<file path="src/rtl/pc_fetch.sv">
// Instruction fetch unit: walks a PC through a req/gnt/rvalid instruction memory
// and hands each fetched word downstream with a valid/ready handshake.
// Optional macro PC_ALIGN_CHECK_EN rejects misaligned redirects and flags misalign_err.
module pc_fetch #(
    parameter int                 ADDR_W   = 32,
    parameter int                 INSTR_W  = 32,
    parameter logic [ADDR_W-1:0]  RESET_PC = '0
) (
    input  logic               clk,
    input  logic               rst,
    input  logic               en,
    output logic               imem_req,
    output logic [ADDR_W-1:0]  imem_addr,
    input  logic               imem_gnt,
    input  logic               imem_rvalid,
    input  logic [INSTR_W-1:0] imem_rdata,
    output logic               if_valid,
    output logic [ADDR_W-1:0]  if_pc,
    output logic [INSTR_W-1:0] if_instr,
    input  logic               if_ready,
    input  logic               redirect_valid,
    input  logic [ADDR_W-1:0]  redirect_pc,
    output logic               misalign_err
);

    typedef enum logic [2:0] {IDLE, REQ, WAIT, HOLD, DROP} state_t;

    state_t              state_reg, state_next;
    logic [ADDR_W-1:0]   pc_reg, pc_next;
    logic                valid_reg, valid_next;
    logic [ADDR_W-1:0]   if_pc_reg, if_pc_next;
    logic [INSTR_W-1:0]  instr_reg, instr_next;
    logic                redirect_bad;
    logic                redirect_take;

`ifdef PC_ALIGN_CHECK_EN
    logic misalign_reg;

    assign redirect_bad = redirect_valid && (redirect_pc[1:0] != 2'b00);
    assign misalign_err = misalign_reg;

    always_ff @(posedge clk or posedge rst) begin
        if (rst) begin
            misalign_reg <= 1'b0;
        end else if (redirect_bad) begin
            misalign_reg <= 1'b1;
        end
    end
`else
    assign redirect_bad = 1'b0;
    assign misalign_err = 1'b0;
`endif

    // A rejected (misaligned) redirect behaves as if no redirect was seen at all.
    assign redirect_take = redirect_valid && !redirect_bad;

    assign imem_req  = (state_reg == REQ);
    assign imem_addr = pc_reg;
    assign if_valid  = valid_reg;
    assign if_pc     = if_pc_reg;
    assign if_instr  = instr_reg;

    always_ff @(posedge clk or posedge rst) begin
        if (rst) begin
            state_reg <= IDLE;
            pc_reg    <= RESET_PC;
            valid_reg <= 1'b0;
            if_pc_reg <= '0;
            instr_reg <= '0;
        end else begin
            state_reg <= state_next;
            pc_reg    <= pc_next;
            valid_reg <= valid_next;
            if_pc_reg <= if_pc_next;
            instr_reg <= instr_next;
        end
    end

    always_comb begin
        state_next = state_reg;
        pc_next    = pc_reg;
        valid_next = valid_reg;
        if_pc_next = if_pc_reg;
        instr_next = instr_reg;

        if (redirect_take) begin
            pc_next    = redirect_pc;
            valid_next = 1'b0;
            // A granted request with no response yet must have that response swallowed.
            if (state_reg == WAIT && !imem_rvalid) begin
                state_next = DROP;
            end else begin
                state_next = en ? REQ : IDLE;
            end
        end else begin
            case (state_reg)
                IDLE: begin
                    if (en) begin
                        state_next = REQ;
                    end
                end
                REQ: begin
                    if (imem_gnt) begin
                        state_next = WAIT;
                    end
                end
                WAIT: begin
                    if (imem_rvalid) begin
                        instr_next = imem_rdata;
                        if_pc_next = pc_reg;
                        valid_next = 1'b1;
                        pc_next    = pc_reg + ADDR_W'(4);
                        state_next = HOLD;
                    end
                end
                HOLD: begin
                    if (if_ready) begin
                        valid_next = 1'b0;
                        state_next = en ? REQ : IDLE;
                    end
                end
                DROP: begin
                    if (imem_rvalid) begin
                        state_next = en ? REQ : IDLE;
                    end
                end
                default: begin
                    state_next = IDLE;
                end
            endcase
        end
    end

endmodule

</file>
<file path="config.mk">
export PLATFORM = sky130hd
export DESIGN_NAME = pc_fetch
export DESIGN_NICKNAME = d
export VERILOG_FILES = /design/src/rtl/pc_fetch.sv
export SDC_FILE = /design/constraint.sdc
export NUM_CORES = 1
export LEC_CHECK = 0
export ABC_AREA = 1
export BUFFER_PORTS_ARGS = -buffer_cell sky130_fd_sc_hd__clkbuf_2
export CORE_MARGIN = 4
export CORE_UTILIZATION = 51
export DETAILED_ROUTE_END_ITERATION = 12
export PLACE_DENSITY = 0.81
export SETUP_SLACK_MARGIN = 0.1
export SYNTH_ARGS = -nofsm -noshare
export SYNTH_HDL_FRONTEND = slang
export SYNTH_SLANG_ARGS = --single-unit
</file>
<file path="constraint.sdc">
create_clock -name clk -period 3.9 [get_ports clk]
set_input_delay 0.78 -clock clk [delete_from_list [all_inputs] [get_ports clk]]
set_output_delay 0.78 -clock clk [all_outputs]
set_load 0.02 [all_outputs]
</file>
-- Word level (Yosys, flattened, before mapping)
Cells that the tools add are included.
- flip-flop bits (word level): 100
- input port bits: 71
- output and inout port bits: 99
- logic and storage cells: 42
- $add $sub $neg: 1
- equality and inequality tests: 9
- multiplexer cells: 16
- bitwise logic cells: 1
- reduce and logical (&&, ||, !) cells: 10
- operator list (kind ; count):
    32-bit 2-to-1 mux ; 3
    32-bit by 3-bit adder with 32-bit output, second input constant ; 1
    3-bit 2-to-1 mux ; 7
    3-bit one-hot mux with 5 select lines ; 1
    3-bit != test, second input constant ; 4
    3-bit by 2-bit == test with 1-bit output, second input constant ; 2
    3-bit AND reduction ; 2
    5-bit AND reduction ; 1
    1-bit 2-to-1 mux ; 4
    2-bit nonzero test ; 2
    3-bit by 1-bit == test with 1-bit output, second input constant ; 1
    3-bit == test, second input constant ; 1
    3-bit logical NOT ; 1
    3-bit by 1-bit != test with 1-bit output, second input constant ; 1
    3-bit nonzero test ; 1
    1-bit one-hot mux with 2 select lines ; 1
    2-bit AND reduction ; 1
    1-bit logical AND ; 1
    1-bit logical NOT ; 1
    1-bit NOT ; 1

-- Logic depth before layout (Yosys ltp)
Gate-level depths: netlist of the first run.
- depth in word-level cells: 4
- gate-level depth with buffers: 11
- gate-level depth less buffers: 10

-- Worst setup path before layout of the first run
Ideal clock, no wire load.
- path type: reg2reg
- from: reg pc_reg[3] (netlist: imem_addr[3])
- to: reg pc_reg[30] (netlist: imem_addr[30])
- setup time: 117 ps
- arrival: 1511 ps
- data required time: 3783 ps
- path slack: 2272 ps
- stages on the path, launching flop included: 11
- path buffers: 0
- period minus slack after synthesis: 1628 ps
- cells stage by stage: dfrtp_1 > ha_1 > nand2_1 > nor2_2 > nand2_2 > nor2_1 > nand2_1 > nand2_1 > nand3_1 > nand2_1 > nand2_1
- longest elaborated chain between the ends: 4
- ends and longest elaborated chain (what ; line ; RTL):
    start, declared ; 29 ; logic [ADDR_W-1:0] pc_reg, pc_next;
    start signal, assigned ; 72 ; pc_reg <= pc_next;
    32-bit by 3-bit adder with 32-bit output ; 112 ; pc_next = pc_reg + ADDR_W'(4);
    32-bit 2-to-1 mux ; 108 ; if (imem_rvalid) begin
    32-bit 2-to-1 mux ; 96 ; case (state_reg)
    32-bit 2-to-1 mux ; 86 ; if (redirect_take) begin
Every way passes these cells. The select of a mux whose other input is x is not followed.
A chain may end at the register's enable or synchronous reset.

-- Worst setup path in the final report of the first run
- from: in redirect_valid
- to: reg pc_reg[23] (netlist: imem_addr[23])
- longest elaborated chain between the ends: 2
- elaborated cells on any way between the ends: 4
- classes of those cells: mux: 1; reduce/logical: 3
- ends and longest elaborated chain (what ; line ; RTL):
    start, declared ; 21 ; input logic redirect_valid,
    2-bit nonzero test (no line) ; n/a ;
    2-bit AND reduction (no line) ; n/a ;
Parallel ways exist; a longest one is shown, timed or not.

==> metrics.md, run 1 <==
| Metric | Value |
|---|---|
| Mapped Cells | 664 |
| NumNets Final | 893 |
| Area Growth Syn to Fin | 21.1% |
| Crit. End Element | register |
| Inserted Diodes | 0 |
| Area contributors post-synth | dfrtp_1 50%, nand2_1 21%, nor2_1 6.1%, inv_1 3.5%, nand3_1 3.3% |
| Critical Setup Path Class | in -> reg |
| Max-cap viol count | 0 |
| Power Dens Cells | 662 mW/mm^2 |
| GRT Total Usage | 24.6% |
| Bufs on Longest Clock Path | 2 |
| Slew Viols, Final | 0 |
| Grt total ovfl | 0 |
| Power Total | 3.98 mW |
| Synth warn | 0 |
| Setup Skew | 0.0139 ns |
| Post-synth EDFFs | 0 |
| Initial core utilization | 52.9% |
| Status | completed |
| Register area share after synthesis | 50.5% |
| Main flop type after synthesis | dfrtp_1 |
| Final ANT Viol Nets | 0 |
| Synth top cells by count | 273 x nand2_1, 100 x dfrtp_1, 81 x nor2_1 |
| Total clock sinks | 100 |
| Post-Layout Cell Count | 955 |
| Min Tclk post-route | 2.46 ns |
| Syn avg cell area | 7.47 um^2 |
| Worst-path clk slew | 0.10 ns |
| Period Utilization, post-route | 63.2% |
| WL final | 14.0 mm |
| Clk root buf | clkbuf_8 |
| Drt wl/cell | 14.6 um |
| Buffers on Ports | 168 |
| Antenna violations before repair | 0 |
| Post-synth ARST share | 100% |
| Slew margin rel. | 53.3% |
| # resized after CTS | 0 |
| Count leader, synth | nand2_1 |
| Hold_buf cts | 0 |
| Area of the die | 0.0114 mm^2 |
| Layout cells sized above 1 | 25.1% |
| Die X | 107 um |
| Via Count | 4986 |
| Core Util, Final | 64.1% |
| VDD IR max | 0.278 mV |
| Hold WC Path Type | reg -> reg |
| Leak | 3.34 nW |
| Drt pass-1 iters | 5 |
| Num CTS Buffers | 9 |
| Ports | 170 |
| Synth Register Bits | 100 |
| Top cell type's share of synthesized area | 50.5% |
| Placer Congestion | 0.903 |
| Detail Placement HPWL | 10.5 mm |
| Data arrival, critical path | 2.75 ns |
| Placed Instances | 939 |
| Initial DRC count | 499 |
| Fin. Hold Viols | 0 |
| RSZ-0062 raised after global routing | no |
| Synthesized net count | 736 |
| # rows | 35 |
| Skew-Pair Late Insertion Delay | 0.37 ns |
| Max FO, Critical Path | 51 |
| Maximum operating frequency | 406 MHz |
| Worst slew pin tran | 0.700 ns |
| Count of different cell masters after synthesis | 31 |
| First-pass GRT wire length | 22.7 mm |
| Level count of the clock H-tree | 3 |
| # setup viols final | 0 |
| CP Launch Type | input port |
| Largest net degree at the start of global routing | 60 |
| Post-CTS setup buffers | 0 |
| Die Span Y | 107 um |
| Fillers | 870 |
| Placeable Area | 0.00937 mm^2 |
| Vias in the first global route | 4779 |
| CTS tree | built |
| Netlist Area Pre-Place | 0.00496 mm^2 |
| Post-Route Setup TNS | 0 ns |
| R2R Path Start | state_reg[0] |
| # DRC | 0 |
| Crit path from | redirect_valid |
| Vias per Instance | 5.22 |
| HP Start | if_instr[9] |
| Yosys top cell by area | dfrtp_1 |
| Required @ worst endpoint | 4.19 ns |
-- report_power, final --
part	total (mW)	switching [mW]	internal, mW	leakage, nW
combinational	1.63	1.11	0.522	2.01
clock	0.656	0.395	0.261	0.0954
sequential	1.70	0.282	1.41	1.23
-- path summary, 6_finish.rpt --
kind | end | slack [ns] | cells after the start
setup / recovery | imem_addr[23] | 1.44 | 9
hold / removal | if_instr[9] | 0.49 | 2
setup reg to reg | imem_addr[23] | 1.58 | 7
hold reg to reg | if_instr[9] | 0.49 | 2
max in group asynchronous | if_pc[14] | 2.61 | 3
min in group asynchronous | if_instr[14] | 0.52 | 2
-- stage by stage --
stage	hold slack, ns	setup slack (ns)	instance area, um^2
finish	0.486	1.44	6000
CTS	0.490	1.47	6000
floorplan	0.557	0.501	4960
global route	0.502	1.27	6000
global placement	0.461	1.22	5810
detailed placement	0.464	1.09	5810
-- metal layers --
layer  vias to the layer above  global-route usage (%)  wire (um)
li1                       2398                       -          -
met5                         -                       0          0
met2                       271                    40.5       6340
met4                         0                    8.68        347
met1                      2285                    33.5       6100
met3                        32                    3.37       1190
-- area by class of cell --
| cell class | instances | area, um^2 | area share [%] |
|---|---|---|---|
| Multi-Input combinational cell | 489 | 2090 | 34.8 |
| Tap cell | 129 | 161 | 2.69 |
| Timing Repair Buffer | 172 | 871 | 14.5 |
| Sequential cell | 100 | 2500 | 41.7 |
| Inverter | 49 | 186 | 3.10 |
| Clock inverter | 6 | 53.8 | 0.896 |
| Clock buffer | 10 | 138 | 2.29 |
-- layout by cell type, fill, tap and decap left out, drive strengths merged --
cell / count
and2: 2
o22ai: 7
nand3: 33
a31oi: 1
clkinvlp: 1
nand2: 279
a41oi: 1
inv: 52
o21ai: 49
dfrtp: 100
a21oi: 12
buf: 4
nand4: 4
o221ai: 1
ha: 1
nor2: 89
conb: 1
nand3b: 1
a211oi: 1
clkinv: 2
o211ai: 4
clkbuf: 178
nor3: 3
-- kinds of logic after synthesis --
| kind of cell | synth area share [%] |
|---|---|
| compound gates | 8.38 |
| buf+inv | 7.34 |
| simple gates | 33.5 |
| flops | 50.5 |
| fa+ha+maj | 0.252 |
| other cells | 0.0756 |
-- worst max-delay path, stage by stage --
cell and delay, ns:
clkbuf_2 0.31, inv_2 0.17, buf_4 0.45, nand2_2 0.28, inv_2 0.44, nand2_1 0.09
nand2_1 0.08, inv_1 0.05, o211ai_2 0.06
Note: power is estimated with default switching activity, not from simulation.
==> inputs of run 2 (changes only) <==
--- a/config.mk
+++ b/config.mk
@@ -8,9 +8,9 @@
 export ABC_AREA = 1
 export BUFFER_PORTS_ARGS = -buffer_cell sky130_fd_sc_hd__clkbuf_2
 export CORE_MARGIN = 4
-export CORE_UTILIZATION = 51
+export CORE_UTILIZATION = 46
 export DETAILED_ROUTE_END_ITERATION = 12
-export PLACE_DENSITY = 0.81
+export PLACE_DENSITY = 0.77
 export SETUP_SLACK_MARGIN = 0.1
 export SYNTH_ARGS = -nofsm -noshare
 export SYNTH_HDL_FRONTEND = slang
==> constraint.sdc (replaced) <==
create_clock -name clk -period 2 [get_ports clk]
set_input_delay 0.4 -clock clk [delete_from_list [all_inputs] [get_ports clk]]
set_output_delay 0.4 -clock clk [all_outputs]
set_load 0.02 [all_outputs]
==> run 2 against run 1 <==
Utilization fell by 5.8 points. Largest cell class unchanged. Sequential share of layout area fell by 0.46 points. Highest routed layer unchanged. Total power rose by 93%.
==> metrics.md, run 2 (synthesis results as in run 1) <==
| Metric | Value |
|---|---|
| Area Growth Syn to Fin | 22.4% (was 21.1%) |
| Worst slew pin tran | 0.543 ns (was 0.700 ns) |
| Slew Viols, Final | 0 (unchanged) |
| WP buf/inv | 0 (was 5) |
| Maximum operating frequency | 554 MHz |
| Die X | 112 um (was 107 um) |
| Fin. Hold Viols | 0 (unchanged) |
| Net Switching | 3.42 mW (was 1.78 mW) |
| Largest net degree at the start of global routing | 101 (was 60) |
| Slowest stage cell, crit path | dfrtp_1 (was buf_4) |
| Ports | 170 (unchanged) |
| Via Count | 4809 (was 4986) |
| Post-CTS setup buffers | 0 (unchanged) |
| Bufs on Longest Clock Path | 2 (unchanged) |
| # DRC | 0 (unchanged) |
| Commonest non-fill, non-tap cell in the layout | nand2_1 (unchanged) |
| Gate power share | 41.3% (was 40.9%) |
| Vias in the first global route | 4568 (was 4779) |
| Data arrival, critical path | 2.07 ns (was 2.75 ns) |
| Buffers on Ports | 168 (unchanged) |
| Core Util, Final | 58.3% (was 64.1%) |
| Antenna violations before repair | 0 (unchanged) |
| GRT Total Usage | 21.8% (was 24.6%) |
| First-pass GRT wire length | 22.5 mm (was 22.7 mm) |
| Total clock sinks | 100 (unchanged) |
| Internal Pwr Total | 4.26 mW (was 2.20 mW) |
| Min Tclk post-route | 1.80 ns |
| Seq pwr share | 42.6% (about the same) |
| Area of the die | 0.0125 mm^2 (was 0.0114 mm^2) |
| # setup viols final | 0 (unchanged) |
| Inserted Diodes | 0 (unchanged) |
| Level count of the clock H-tree | 3 (unchanged) |
| Status | completed (unchanged) |
| CP Cell Sequence | ha_1, nand2_1, nor2_2, nand2_2, nor2_2, nand2_1, nand2_1, nand3_1, nand2_1, nand2_1 (was clkbuf_2, inv_2, buf_4, nand2_2, inv_2, nand2_1, nand2_1, inv_1, o211ai_2) |
| Slew margin rel. | 63.8% (was 53.3%) |
| Num CTS Buffers | 9 (unchanged) |
| Leak | 3.36 nW (was 3.34 nW) |
| Placer Congestion | 0.899 (was 0.903) |
| Clk root buf | clkbuf_8 (unchanged) |
| Clock share of power | 16.1% (was 16.5%) |
| Detail Placement HPWL | 10.1 mm (was 10.5 mm) |
| Period Utilization, post-route | 90.2% |
| Placeable Area | 0.0104 mm^2 (was 0.00937 mm^2) |
| Hold WC Path Type | in -> async (was reg -> reg) |
| Final ANT Viol Nets | 0 (unchanged) |
| Critical Setup Path Class | reg -> reg (was in -> reg) |
| # rows | 37 (was 35) |
| Top delay family on crit path | simple AND/OR/NAND/NOR gates (was buffers and inverters) |
| Switching Share | 44.5% (was 44.8%) |
| Drt wl/cell | 14.0 um (was 14.6 um) |
| Layout cells sized above 1 | 25.6% (was 25.1%) |
| Vias per Instance | 4.97 (was 5.22) |
| Setup Skew | 0.0177 ns (was 0.0139 ns) |
| CP Launch Type | register (was input port) |
| NumNets Final | 898 (was 893) |
| CP most frequent cell | nand2_1 |
| Power Total | 7.68 mW (was 3.98 mW) |
| Initial DRC count | 402 (was 499) |
| CP max stage delay | 0.46 ns (was 0.45 ns) |
| Grt total ovfl | 0 (unchanged) |
| Initial core utilization | 47.6% (was 52.9%) |
| Power Dens Cells | 1270 mW/mm^2 (was 662 mW/mm^2) |
| WL final | 13.5 mm (was 14.0 mm) |
| Drt pass-1 iters | 5 (unchanged) |
| Max FO, Critical Path | 6 (was 51) |
| Required @ worst endpoint | 2.27 ns (was 4.19 ns) |
| Skew-Pair Late Insertion Delay | 0.37 ns (about the same) |
| VDD IR max | 0.662 mV (was 0.278 mV) |
| CTS tree | built (unchanged) |
| Max-cap viol count | 0 (unchanged) |
| Die Span Y | 112 um (was 107 um) |
| Post-Route Setup TNS | 0 ns (unchanged) |
| Crit. End Element | register (unchanged) |
| Worst-path clk slew | 0.11 ns (was 0.10 ns) |
| RSZ-0062 raised after global routing | yes (was no) |
| Most frequent cells in the layout | 273 x nand2_1, 168 x clkbuf_2, 100 x dfrtp_1 (unchanged) |
-- run 2: changes by cell type in the layout (fill, tap and decap cells not counted), sizes merged --
| cell | delta |
|---|---|
| buf | +5 |
| clkbuf | -1 |
| clkinvlp | +1 |
| clkinv | +1 |
| inv | -1 |
-- run 2: tightest hold or removal path, cell delays in order --
cell and delay, ns:
clkbuf_2 0.10, clkinvlp_4 0.07, buf_12 0.42
-- run 2: area by class of cell --
type / count / area, um^2
fill: 1001 / 4350
clock inverter: 7 / 58.8
sequential: 100 / 2500
multi-input combinational: 489 / 2090
timing repair buffer: 177 / 933
clock buffer: 9 / 124
inverter: 49 / 188
tap: 136 / 170
-- run 2: routing by layer --
layer  part of all wire, %  wire, um  GRT usage [%]  vias up
li1                      -         -              -     2407
met1                    45      6040           31.4     2130
met2                    43      5850           32.8      243
met3                   9.5      1290           4.18       29
met4                   2.5       337           8.11        0
met5                     0         0              0        -
-- run 2: power by group through the flow --
stage	Clock, mW	Sequential (mW)	Combinational [mW]
after detailed placement	0	3.31	3.20
after global placement	0	3.29	3.17
after global routing	1.36	3.40	3.51
final	1.23	3.27	3.17
after CTS	1.27	3.27	3.21
after floorplan	0	4.15	1.17
-- run 2: repair_timing --
action	CTS	global route
hold buffers	0	0
setup endpoints to repair	0	6
resized for setup	0	1
-- run 2: worst paths after layout --
path / startpoint / to / slack [ns] / cells after the start
worst min register to register: if_instr[15] / if_instr[15] / 0.48 / 2
worst min-delay path: rst / if_pc[1] / 0.16 / 3
max in group asynchronous: rst / imem_addr[14] / 1.46 / 3
min in group clk: imem_rdata[27] / if_instr[27] / 0.21 / 3
worst max-delay path: imem_addr[3] / imem_addr[28] / 0.20 / 10
worst max register to register: imem_addr[3] / imem_addr[28] / 0.20 / 10
-- run 2: per-stage QoR --
stage                     area, um^2  hold slack (ns)  setup slack (ns)  std cells
after global placement          5890            0.461             0.237        951
final                           6070            0.158             0.196        967
after global routing            6070            0.194            0.0447        967
after floorplan                 4960            0.510             0.372        664
after detailed placement        5890            0.465             0.243        951
after CTS                       6070            0.170             0.193        967
